==> src/rtl/dvp_stream_src.sv <==
// DVP camera source: registers vsync/href/data, pairs bytes into RGB565 pixels, skips start-up frames.
// Optional frame checker enabled by defining DVP_FRAME_CHK_EN; otherwise frame_err is tied low.
module dvp_stream_src #(
  parameter int H_PIX       = 640,
  parameter int V_LINES     = 480,
  parameter int SKIP_FRAMES = 10
) (
  input  logic        clk,
  input  logic        rst_n,
  input  logic        cap_en,
  input  logic        cam_vsync,
  input  logic        cam_href,
  input  logic [7:0]  cam_data,
  output logic        dout_sop,
  output logic        dout_eop,
  output logic        dout_vld,
  output logic [15:0] dout,
  output logic        frame_err
);
  localparam int CW = $clog2(H_PIX + 1);
  localparam int RW = $clog2(V_LINES + 1);
  localparam int SW = (SKIP_FRAMES > 0) ? $clog2(SKIP_FRAMES + 1) : 1;
  localparam logic [CW-1:0] COL_END  = CW'(H_PIX);
  localparam logic [CW-1:0] COL_LAST = CW'(H_PIX - 1);
  localparam logic [RW-1:0] ROW_END  = RW'(V_LINES);
  localparam logic [RW-1:0] ROW_LAST = RW'(V_LINES - 1);

  typedef enum logic [1:0] {IDLE, SKIP, ARMED, ACTIVE} state_t;
  state_t state;

  logic          v_r, v_d, h_r, h_d;
  logic [7:0]    d_r, hi;
  logic          phase, cap_l;
  logic [CW-1:0] col;
  logic [RW-1:0] row;
  logic [SW-1:0] skip_cnt;
  logic          v_rise, v_fall, pix_en, pix_ok, last_skip, at_last;

  assign v_rise    = v_r & ~v_d;
  assign v_fall    = ~v_r & v_d;
  assign pix_en    = (state == ACTIVE) && h_r && !v_r && phase;
  // col/row park at their END value once past the frame, so "not END" means in range
  assign pix_ok    = (col != COL_END) && (row != ROW_END);
  assign at_last   = (row == ROW_LAST) && (col == COL_LAST);
  assign last_skip = (32'(skip_cnt) == SKIP_FRAMES - 1);

  always_ff @(posedge clk or negedge rst_n) begin
    if (!rst_n) begin
      v_r <= 1'b0;
      v_d <= 1'b0;
      h_r <= 1'b0;
      h_d <= 1'b0;
      d_r <= '0;
    end else begin
      v_r <= cam_vsync;
      v_d <= v_r;
      h_r <= cam_href;
      h_d <= h_r;
      d_r <= cam_data;
    end
  end

  always_ff @(posedge clk or negedge rst_n) begin
    if (!rst_n) begin
      state    <= IDLE;
      skip_cnt <= '0;
      cap_l    <= 1'b0;
      phase    <= 1'b0;
      hi       <= '0;
      col      <= '0;
      row      <= '0;
      dout     <= '0;
      dout_vld <= 1'b0;
      dout_sop <= 1'b0;
      dout_eop <= 1'b0;
    end else begin
      dout_vld <= 1'b0;
      dout_sop <= 1'b0;
      dout_eop <= 1'b0;

      case (state)
        IDLE:
          if (v_rise) begin
            cap_l    <= cap_en;
            skip_cnt <= '0;
            state    <= (SKIP_FRAMES == 0) ? ARMED : SKIP;
          end
        SKIP:
          if (v_rise) begin
            cap_l    <= cap_en;
            skip_cnt <= skip_cnt + 1'b1;
            if (last_skip) state <= ARMED;
          end
        ARMED:
          if (v_rise) cap_l <= cap_en;
          else if (v_fall && cap_l) state <= ACTIVE;
        ACTIVE:
          if (v_rise) begin
            cap_l <= cap_en;
            state <= ARMED;
          end
        default: state <= IDLE;
      endcase

      if (!h_r || v_r) phase <= 1'b0;

      if (v_fall) begin
        col <= '0;
        row <= '0;
      end else if (state == ACTIVE && !v_r) begin
        if (h_r) begin
          phase <= ~phase;
          if (!phase) hi <= d_r;
          if (pix_en && pix_ok) begin
            dout     <= {hi, d_r};
            dout_vld <= 1'b1;
            dout_sop <= (row == '0) && (col == '0);
            dout_eop <= at_last;
            col      <= col + 1'b1;
          end
        end else if (h_d && col != '0) begin
          col <= '0;
          if (row != ROW_END) row <= row + 1'b1;
        end
      end
    end
  end

`ifdef DVP_FRAME_CHK_EN
  logic eop_seen, err_done;

  always_ff @(posedge clk or negedge rst_n) begin
    if (!rst_n) begin
      frame_err <= 1'b0;
      eop_seen  <= 1'b0;
      err_done  <= 1'b0;
    end else begin
      frame_err <= 1'b0;
      if (v_fall) begin
        eop_seen <= 1'b0;
        err_done <= 1'b0;
      end else if (state == ACTIVE) begin
        if (v_rise) begin
          if (!eop_seen && !err_done) frame_err <= 1'b1;
          err_done <= 1'b1;
        end else if (pix_en && !pix_ok && !err_done) begin
          frame_err <= 1'b1;
          err_done  <= 1'b1;
        end
        if (pix_en && pix_ok && at_last) eop_seen <= 1'b1;
      end
    end
  end
`else
  assign frame_err = 1'b0;
`endif

endmodule

==> config.mk <==
export PLATFORM = sky130hd
export DESIGN_NAME = dvp_stream_src
export DESIGN_NICKNAME = d
export VERILOG_FILES = /design/src/rtl/dvp_stream_src.sv
export SDC_FILE = /design/constraint.sdc
export NUM_CORES = 1
export LEC_CHECK = 0
export ABC_AREA = 1
export BUFFER_PORTS_ARGS = -buffer_cell sky130_fd_sc_hd__buf_4
export CAP_MARGIN = 10
export CORE_MARGIN = 4
export CORE_UTILIZATION = 49
export CTS_BUF_LIST = sky130_fd_sc_hd__clkbuf_16
export DETAILED_ROUTE_END_ITERATION = 12
export HOLD_SLACK_MARGIN = 0.08
export PLACE_DENSITY = 0.76
export SYNTH_ARGS = -nofsm -noshare
export SYNTH_HDL_FRONTEND = slang
export SYNTH_SLANG_ARGS = --single-unit
==> constraint.sdc <==
create_clock -name clk -period 1.8 [get_ports clk]
set_input_delay 0.09 -clock clk [delete_from_list [all_inputs] [get_ports clk]]
set_output_delay 0.09 -clock clk [all_outputs]
set_load 0.02 [all_outputs]
==> metrics.txt, run 1 <==
status=finished, final reports clean; share of cells above drive strength 1=a little over a fifth; Async SR Flop Fraction=100%; worst-path maximum fanout=9; largest net degree at the start of global routing=67; crit-path max cell delay=~0.39 ns; Vias/cell=5.02; final-report max-slew violation count=0; unrepaired setup endpoints after global routing=no; pwr/cell area=around 1300 mW/mm2; CORE AREA=between 0.006 and 0.007 mm2; Synth Area in Simple Gates=roughly 29%; CTS tree=built; CP Class=register to register; YS warnings=0; DP Area=roughly 0.0035 mm2; CP bufs+invs=2; DRT iter0 DRCs=between 100 and 150; Final HPWL DP=roughly 4100 um; # resized after CTS=0; Setup Fix Bufs, Post-CTS=0; filler cell count=552; Clock Tree Buf Depth=2; Post-Synth Adder-Cell Area=~3.9%; Total GRT Usage=about 18%; HP Class=input pin to async pin; initial core utilization=between 50% and 60%; final instance area=around 0.004 mm2; actual slew at the worst max-slew pin=around 0.8 ns; H-tree depth=3; CP delay by family, top=simple AND/OR/NAND/NOR gates; crit share post-route=between 90% and 100%; via count=around 2,500; largest cells by area after synthesis=dfrtp_1, nand2_1, ha_1; complex-gate fraction of the synthesized area=between 5 and 6%; WL final=between 6000 and 7000 um; Crit path required time=slightly above 2 ns; Inserted Diodes=0; post-synthesis xor/xnor area fraction=1.08%; combinational family with the most area after synthesis=simple AND/OR/NAND/NOR gates; GPL Wtd Cong=around 0.85; Slew Limit Headroom=between 40% and 50%; Wirelength per Cell=roughly 12 um; slowest CP cell=dfrtp_1; die area=a little under 0.008 mm2; VDD IR-drop max=0.933 mV; DRT Pass-1 Iters=4; first-pass GRT wire length=10,700 um; max-cap violation count=0; Setup violations, final=0; crit path time final=~1.7 ns; Mapped Cells=between 300 and 400; ys flop type=dfrtp_1; Seq/Total Area, Yosys=approximately 51%; Area Growth Syn to Fin=21.4%; PortBufs=31; Hold-fix buffers, CTS=12; clock root cell=clkbuf_16; Clock Skews=~0.0062 ns; Netlist cell types=38; Final Hold Viols=0; Post-synth EDFFs=0; syn_nets=~380; endpoint type of the worst setup path=register; cell taking the most area after synthesis=dfrtp_1; Leakage=2.02 nW; Arr. time, crit path=approximately 1.9 ns; remaining routing DRC violations=0; Critical Path, Cell by Cell=ha_1 > inv_1 > nor2_1 > nand3_2 > nor2_4 > buf_4 > nand2_1 > nand2_1; I/O Pins=33; max frequency=approximately 600 MHz; pre-CTS setup slack=0.199 ns; Yosys top cell area share=51.1%; Final WS setup=0.141 ns; Final TNS setup=0 ns; post-synthesis mux area share=under 10%; CTS Buf Count=9; Multi-input gate area=approximately 0.0013 mm2; Nets=432; most used cell, CP=nand2_1; crit path launch type=register; mean post-synth cell area=between 8 and 9 um2; post-synthesis register bit count=66; clk sink count=66; DIE HEIGHT=roughly 89 um; initial antenna violation count=0; Clk Latency, worst-skew pair=about 0.33 ns; Post-Synthesis Cell Area=approximately 0.0032 mm2; register area=0.00165 mm2; vias in the first global route=2,459; grt ovf=0; Cell Rows=29; clock slew seen by the registers of the worst setup and hold paths=around 0.06 ns; Chip Width=89.2 um; ANT nets after route=0
metrics by stage:
step / total power [mW] / cells / hold slack (ns) / utilization [%]
floorplan: 2.85 / 359 / -0.206 / -
global placement: 3.19 / 463 / 0.199 / 54.9
detailed placement: 3.24 / 463 / 0.201 / 54.9
CTS: 5.00 / 491 / 0.402 / 61.4
global route: 5.27 / 491 / 0.406 / 61.4
finish: 4.95 / 491 / 0.384 / 61.4
path summary, 6_finish.rpt:
path | startpoint | end | slack, ns | depth (start not counted)
setup / recovery | state[1] | dout[1] | 0.14 | 8
hold / removal | rst_n | row[3] | 0.38 | 2
setup reg to reg | state[1] | dout[1] | 0.14 | 8
hold reg to reg | v_r | v_d | 0.43 | 0
max in group asynchronous | rst_n | col[3] | 0.87 | 2
min in group clk | cam_data[3] | d_r[3] | 0.41 | 2
final cells by class:
| type | instances | share of cell area [%] |
|---|---|---|
| Clock buffer | 9 | 5.74 |
| Clock inverter | 7 | 1.75 |
| Inverter | 40 | 3.83 |
| Multi-Input combinational cell | 245 | 34.4 |
| Sequential cell | 66 | 42.1 |
| Tap cell | 77 | 2.46 |
| Timing Repair Buffer | 47 | 9.76 |
layer usage:
metal	vias up	routed length, um	track usage (%)
met5	-	0	0
met4	0	116	7.31
met3	12	205	4.70
met2	30	3070	29.0
met1	1180	2640	21.7
li1	1241	-	-
cell usage after synthesis, types with 2 or more instances:
library cell and number:
nor2_2 2, nand3_2 3, xor2_1 3, o22ai_1 2, nor3_1 9, o21ai_1 5, a21oi_1 3, nand2_4 2
ha_1 10, nand4_2 2, inv_1 32, o21ai_2 9, dfrtp_1 66, nor2_4 3, nor2_1 18, nand3_4 3
inv_2 8, nand4_1 6, o21ai_0 9, mux2_2 3, buf_6 4, nand2_1 119, nand2_2 4, nand3_1 20
layout by cell type, fill, tap and decap left out, types with 2 or more instances in the layout:
master and instances:
clkinv_2 3, inv_2 8, a21oi_1 3, nand2_2 4, nor2_4 3, nand3_4 3
o22ai_1 2, nor2_2 2, xor2_1 3, mux2_2 3, nand2_4 2, ha_1 10
nand2_1 119, clkbuf_16 9, nor3_1 9, dfrtp_1 66, nand4_1 6, buf_4 35
o21ai_1 5, inv_1 32, clkinvlp_4 2, o21ai_0 9, nand3_2 3, nand3_1 20
o21ai_2 9, dlygate4sd3_1 12, nor2_1 18, nand4_2 2
worst reg2reg max path: stages, from the launching register on:
cell	delay, ns
dfrtp_1	0.39
ha_1	0.19
inv_1	0.08
nor2_1	0.25
nand3_2	0.16
nor2_4	0.20
buf_4	0.20
nand2_1	0.07
nand2_1	0.06
where the power goes:
| part | total (mW) | switching [mW] | internal [mW] |
|---|---|---|---|
| registers | 2.00 | 0.211 | 1.79 |
| logic | 1.23 | 0.719 | 0.514 |
| clock network | 1.72 | 0.650 | 1.07 |
| total | 4.95 | 1.58 | 3.37 |
kinds of logic after synthesis:
family          Yosys count
simple gates            195
flops                    66
buf+inv                  48
compound gates           30
fa+ha+maj                10
mux                       5
xor+xnor                  4
other cells               1
state kept, by name, indices dropped and copies added, names as in the netlist, 2 cells and up:
register and flops:
dout 16, d_r 8, col 10, skip_cnt 4, row 9, hi 8
state 2
No activity file was read; power rests on OpenSTA's default activity.
==> run 2: changes to the inputs <==
--- a/config.mk
+++ b/config.mk
@@ -14,6 +14,7 @@
 export DETAILED_ROUTE_END_ITERATION = 12
 export HOLD_SLACK_MARGIN = 0.08
 export PLACE_DENSITY = 0.76
+export REMOVE_ABC_BUFFERS = 1
 export SYNTH_ARGS = -nofsm -noshare
 export SYNTH_HDL_FRONTEND = slang
 export SYNTH_SLANG_ARGS = --single-unit
==> run 2 against run 1 <==
  * Clock-buffer cell count unchanged
  * Non-clock buffer count increased by 2
  * Core utilization up 0.33 points
  * Largest cell class unchanged
  * Hold slack gained 0.011 ns
  * Clock power about the same
  * Sequential share of layout area is 0.23 points lower
  * Flip-flop and latch count stayed put
  * Wire length increased by 1.6%
  * Critical path depth decreased by 1
  * Power increased by 0.89%
  * Maximum frequency increased by 0.44%
  * Global-route usage barely moved
==> metrics.txt, run 2 (same netlist as run 1, synthesis figures left out) <==
largest net degree at the start of global routing=67 (unchanged); die area=0.00796 mm2 (unchanged); Inserted Diodes=0 (unchanged); Crit path required time=2.02 ns (-0.04 ns); max layer used=met4; max frequency=605 MHz (+0.44%); Arr. time, crit path=1.87 ns (-0.05 ns); status=finished, final reports clean; Slew Limit Headroom=46.4% (-0.082 points); crit path launch type=register; Non-Filler Instances=493 (+0.41%); Setup violations, final=0 (unchanged); Placed Cells=463 (unchanged); clock slew seen by the registers of the worst setup and hold paths=0.06 ns (about the same); Wirelength per Cell=12.4 um (+1.1%); worst reg2reg setup slack=0.15 ns (about the same); Reg-to-Reg End=dout[10]; unrepaired setup endpoints after global routing=no; worst-path maximum fanout=13 (+4); H-tree depth=3 (unchanged); wire length on met3=204 um (-0.49%); Chip Width=89.2 um (unchanged); Final Hold Viols=0 (unchanged); Cell Rows=29 (unchanged); actual slew at the worst max-slew pin=0.804 ns (+0.00123 ns); DRT met1 WL=2860 um (+8.6%); clock root cell=clkbuf_16; most frequent cells in the layout=nand2_1, dfrtp_1, buf_4; share of cells above drive strength 1=22.1% (+0.13 points); HP Class=input pin to async pin; Nets=434 (+0.46%); WL final=6120 um (+1.6%); DRT Pass-1 Iters=4 (unchanged); vias in the first global route=2,401 (-2.4%); crit share post-route=91.8% (-0.41 points); CTS tree=built; commonest non-fill, non-tap cell in the layout=nand2_1; PortBufs=31 (unchanged); crit path time final=1.65 ns (-0.00734 ns); max-cap violation count=0 (unchanged); worst hold slack=0.395 ns (+0.0113 ns); initial antenna violation count=0 (unchanged); endpoint type of the worst setup path=register; Final HPWL DP=4200 um (+2.0%); grt ovf=0 (unchanged); via count=2,443 (-0.81%); Finished Core Util=61.8% (+0.33 points); Leakage=2.03 nW (+0.37%); CP Class=register to register; pwr/cell area=1270 mW/mm2 (+0.35%); Area Growth Syn to Fin=22.1%; CTS Buf Count=9 (unchanged); Clk Latency, worst-skew pair=0.33 ns (about the same); Total GRT Usage=17.5% (-0.044 points); Final TNS setup=0 ns (unchanged); DIE HEIGHT=89.2 um (unchanged); Largest register FFs=16 (unchanged); final-report max-slew violation count=0 (unchanged); clk sink count=66 (unchanged); worst r2r src=state[1]; Clock Skews=0.00679 ns (+0.000610 ns); ANT nets after route=0 (unchanged); remaining routing DRC violations=0 (unchanged); VDD IR-drop max=0.793 mV (-15%); Tot Pwr=4.99 mW (+0.89%); met2 routed WL=2950 um (-3.9%); first-pass GRT wire length=10,700 um (-0.32%); GPL Wtd Cong=0.859 (+0.70%); Vias/cell=4.96 (-1.2%); Clock Tree Buf Depth=2 (unchanged); I/O Pins=33 (unchanged); DRT iter0 DRCs=131 (+3.1%); CORE AREA=0.00639 mm2 (unchanged); initial core utilization=50.6% (unchanged); Top Registers=dout: 16 flops, col: 10 flops, row: 9 flops; Reg2Reg Depth=7 (-1); # resized after CTS=0 (unchanged); Largest Register=dout
-- run 2: cell count changes in the layout (fill, tap and decap cells not counted) --
cell	change
clkinv_2	-3
buf_4	+2
inv_6	+2
clkinv_1	+1
-- run 2: worst max path at each step --
| stage | from | end | slack, ns | depth (start not counted) |
|---|---|---|---|---|
| after floorplan | col[0] | col[3] | 0.16 | 8 |
| after global placement | state[1] | col[5] | 0.21 | 8 |
| after detailed placement | state[1] | dout[10] | 0.09 | 8 |
| after CTS | state[1] | dout[10] | 0.04 | 8 |
| after global routing | state[1] | dout[10] | 0.04 | 7 |
| final | state[1] | dout[10] | 0.15 | 7 |
-- run 2: repair_timing --
action	CTS	global route
buffers inserted	0	2
hold buffers	12	0
setup endpoints to repair	0	10
endpoints found under the hold margin	77	0
-- run 2: final cells by class --
cell class	instances	area, um2
fillers	522	2440
multi-input cells	245	1350
repair buffers	49	398
inverters	40	150
well taps	77	96.3
flip-flops and latches	66	1650
clock inverters	7	75.1
clock buffers	9	225
-- run 2: report_power, final --
group	switching (mW)	internal, mW
Combinational	0.728	0.515
Sequential	0.217	1.79
Clock	0.665	1.08
-- run 2: metrics by stage --
| stage | instance area [um2] | worst slack, ns |
|---|---|---|
| 2_1_floorplan | 3150 | 0.163 |
| 3_3_place_gp | 3510 | 0.205 |
| 3_5_place_dp | 3510 | 0.0874 |
| 4_1_cts | 3930 | 0.0408 |
| 5_1_grt | 3940 | 0.0363 |
| 6_report | 3940 | 0.148 |
-- run 2: critical path, stage by stage, from the launching register on --
cell	delay, ns
dfrtp_1	0.41
ha_1	0.21
inv_1	0.07
nor2_1	0.23
nand4_2	0.24
buf_4	0.25
nand2_1	0.08
nand2_1	0.06
-- run 2: per-layer routing --
layer	global-route usage [%]	vias up
met5	0	-
met4	6.77	0
met3	4.52	8
met2	28.1	47
met1	22.7	1142
li1	-	1246
==> run 3: changes to the inputs <==
--- a/config.mk
+++ b/config.mk
@@ -9,11 +9,11 @@
 export BUFFER_PORTS_ARGS = -buffer_cell sky130_fd_sc_hd__buf_4
 export CAP_MARGIN = 10
 export CORE_MARGIN = 4
-export CORE_UTILIZATION = 49
+export CORE_UTILIZATION = 26
 export CTS_BUF_LIST = sky130_fd_sc_hd__clkbuf_16
 export DETAILED_ROUTE_END_ITERATION = 12
 export HOLD_SLACK_MARGIN = 0.08
-export PLACE_DENSITY = 0.76
+export PLACE_DENSITY = 0.5
 export REMOVE_ABC_BUFFERS = 1
 export SYNTH_ARGS = -nofsm -noshare
 export SYNTH_HDL_FRONTEND = slang
==> run 3 against run 2 <==
  * Wire length is 2.2% higher
  * Die area grew 79%
  * Critical endpoint is now skip_cnt[3]
  * Worst setup slack gained 0.0025 ns
  * Combinational power about the same
  * Sequential share of layout area down 1.3 points
  * Non-clock buffer count is 1 lower
  * Core utilization fell by 28 points
==> metrics.txt, run 3 (same netlist as run 1, synthesis figures left out) <==
via count=2,384 (-2.4%); most frequent cells in the layout=nand2_1, dfrtp_1, buf_4; filler cell count=1,282 (+150%); slowest CP cell=dfrtp_1; grt ovf=0 (unchanged); VDD IR-drop max=0.571 mV (-28%); max-cap violation count=0 (unchanged); Setup violations, final=0 (unchanged); Combinational Power Share=24.6% (-0.3 points); vias in the first global route=2,397 (-0.17%); pwr/cell area=1230 mW/mm2 (-3.2%); Largest register FFs=16 (unchanged); DIE HEIGHT=119 um (+34%); commonest non-fill, non-tap cell in the layout=nand2_1; crit-path max cell delay=0.41 ns (about the same); NetSw=1.60 mW (-0.60%); register area=0.00165 mm2 (unchanged); Clock Tree Buf Depth=2 (unchanged); Pint=3.40 mW (+0.35%); max frequency=606 MHz (+0.15%); unrepaired setup endpoints after global routing=no; ANT nets after route=0 (unchanged); status=finished, final reports clean; Inserted Diodes=0 (unchanged); WL final=6250 um (+2.2%); clock share of power=35.4% (+0.4 points); Wirelength per Cell=10.7 um (-14%); Crit path required time=2.01 ns (about the same); Clk Latency, worst-skew pair=0.32 ns (about the same); Nets=433 (-0.23%); Flop pwr share=40.0% (about the same); CTS Buf Count=9 (unchanged); Chip Width=119 um (+34%); H-tree depth=3 (unchanged); clock slew seen by the registers of the worst setup and hold paths=0.06 ns (about the same); initial core utilization=26.7% (-24 points); Vias/cell=4.09 (-17%); Cell Rows=40 (+38%); Total GRT Usage=9.54% (-7.9 points); Area Growth Syn to Fin=26.1%; Arr. time, crit path=1.86 ns (about the same); Reg2Reg Depth=7 (unchanged); Placed Cells=555 (+20%); Final HPWL DP=4540 um (+8.2%); Largest Register=dout; crit share post-route=91.6% (-0.14 points); endpoint type of the worst setup path=register; crit path time final=1.65 ns (-0.00245 ns); share of cells above drive strength 1=22.4% (+0.29 points); initial antenna violation count=0 (unchanged); worst r2r src=state[1]; worst-path maximum fanout=4 (-9); Final Hold Viols=0 (unchanged); Multi-input gate area=0.00135 mm2 (+0.19%); Critical Path, Cell by Cell=inv_1 > ha_1 > inv_1 > a21oi_1 > nand4_1 > o22ai_1 > a21oi_1; CTS tree=built; first-pass GRT wire length=11,200 um (+5.0%); largest net degree at the start of global routing=35 (-48%); remaining routing DRC violations=0 (unchanged); Reg-to-Reg End=skip_cnt[3]; CORE AREA=0.0121 mm2 (+90%); CP delay by family, top=compound AO/OA/AOI/OAI gates; Leakage=2.03 nW (+0.15%); CP bufs+invs=2 (unchanged); Net Sw Frac=32.0% (-0.21 points); Clock Skews=0.0102 ns (+0.00338 ns); DRT iter0 DRCs=110 (-16%); I/O Pins=33 (unchanged); clock root cell=clkbuf_16; CP Class=register to register; die area=0.0143 mm2 (+79%); HP Class=input pin to async pin; clk sink count=66 (unchanged); Top Registers=dout: 16 flops, col: 10 flops, row: 9 flops; GPL Wtd Cong=0.791 (-7.9%); Final TNS setup=0 ns (unchanged); worst reg2reg setup slack=0.15 ns (about the same); PortBufs=31 (unchanged); DRT Pass-1 Iters=4 (unchanged); Non-Filler Instances=583 (+18%); crit path launch type=register; final-report max-slew violation count=0 (unchanged)
-- run 3: per-layer routing --
| metal | share of wire, % | up-vias | track usage [%] |
|---|---|---|---|
| li1 | - | 1242 | - |
| met3 | 4.3 | 2 | 3.56 |
| met1 | 52 | 1103 | 13.1 |
| met5 | 0 | - | 0 |
| met2 | 44 | 37 | 14.2 |
| met4 | 0.43 | 0 | 2.36 |
-- run 3: worst register-to-register path: cells and delay by family (launching register included) --
| kind | cells | cell delay, ns |
|---|---|---|
| adder cells (fa/ha/maj) | 1 | 0.23 |
| AND/OR/NAND/NOR | 1 | 0.17 |
| AO/OA/AOI/OAI | 3 | 0.54 |
| buffers and inverters | 2 | 0.18 |
| flip-flops | 1 | 0.41 |
-- run 3: timing repair --
action	in CTS	in global routing
endpoints found under the setup margin	0	7
endpoints found under the hold margin	43	0
setup buffers	0	0
hold buffers	12	0
gates resized for setup	0	2
-- run 3: area by class of cell --
| cell class | count | area share (%) |
|---|---|---|
| clock buffers | 9 | 5.53 |
| clock inverters | 7 | 1.97 |
| inverters | 40 | 3.69 |
| multi-input cells | 245 | 33.1 |
| flip-flops and latches | 66 | 40.5 |
| well taps | 168 | 5.16 |
| repair buffers | 48 | 9.98 |
-- run 3: worst max path at each step --
stage / start / to / slack [ns] / cells after the start
after global routing: state[1] / skip_cnt[3] / 0.003 / 7
after CTS: state[1] / col[1] / 0.15 / 8
after detailed placement: state[1] / col[1] / 0.17 / 8
after global placement: state[1] / dout[13] / 0.21 / 8
final: state[1] / skip_cnt[3] / 0.15 / 7
after floorplan: col[0] / col[3] / 0.16 / 8
-- run 3: power by group through the flow --
stage | clock network (mW) | logic, mW | registers (mW)
2_1_floorplan | 0 | 0.714 | 2.11
3_3_place_gp | 0 | 1.21 | 2.02
3_5_place_dp | 0 | 1.23 | 2.02
4_1_cts | 1.82 | 1.26 | 2.00
5_1_grt | 1.90 | 1.40 | 2.04
6_report | 1.77 | 1.23 | 2.00
-- run 3: through the flow --
step	area, um2	total power, mW	utilization, %	hold WS [ns]	setup slack [ns]
after global placement	3640	3.23	30.1	0.0701	0.211
after detailed placement	3640	3.26	30.1	0.0750	0.170
after global routing	4070	5.33	33.6	0.298	0.00332
final	4070	5.00	33.6	0.260	0.150
after CTS	4070	5.07	33.6	0.281	0.152
after floorplan	3150	2.83	-	-0.206	0.163
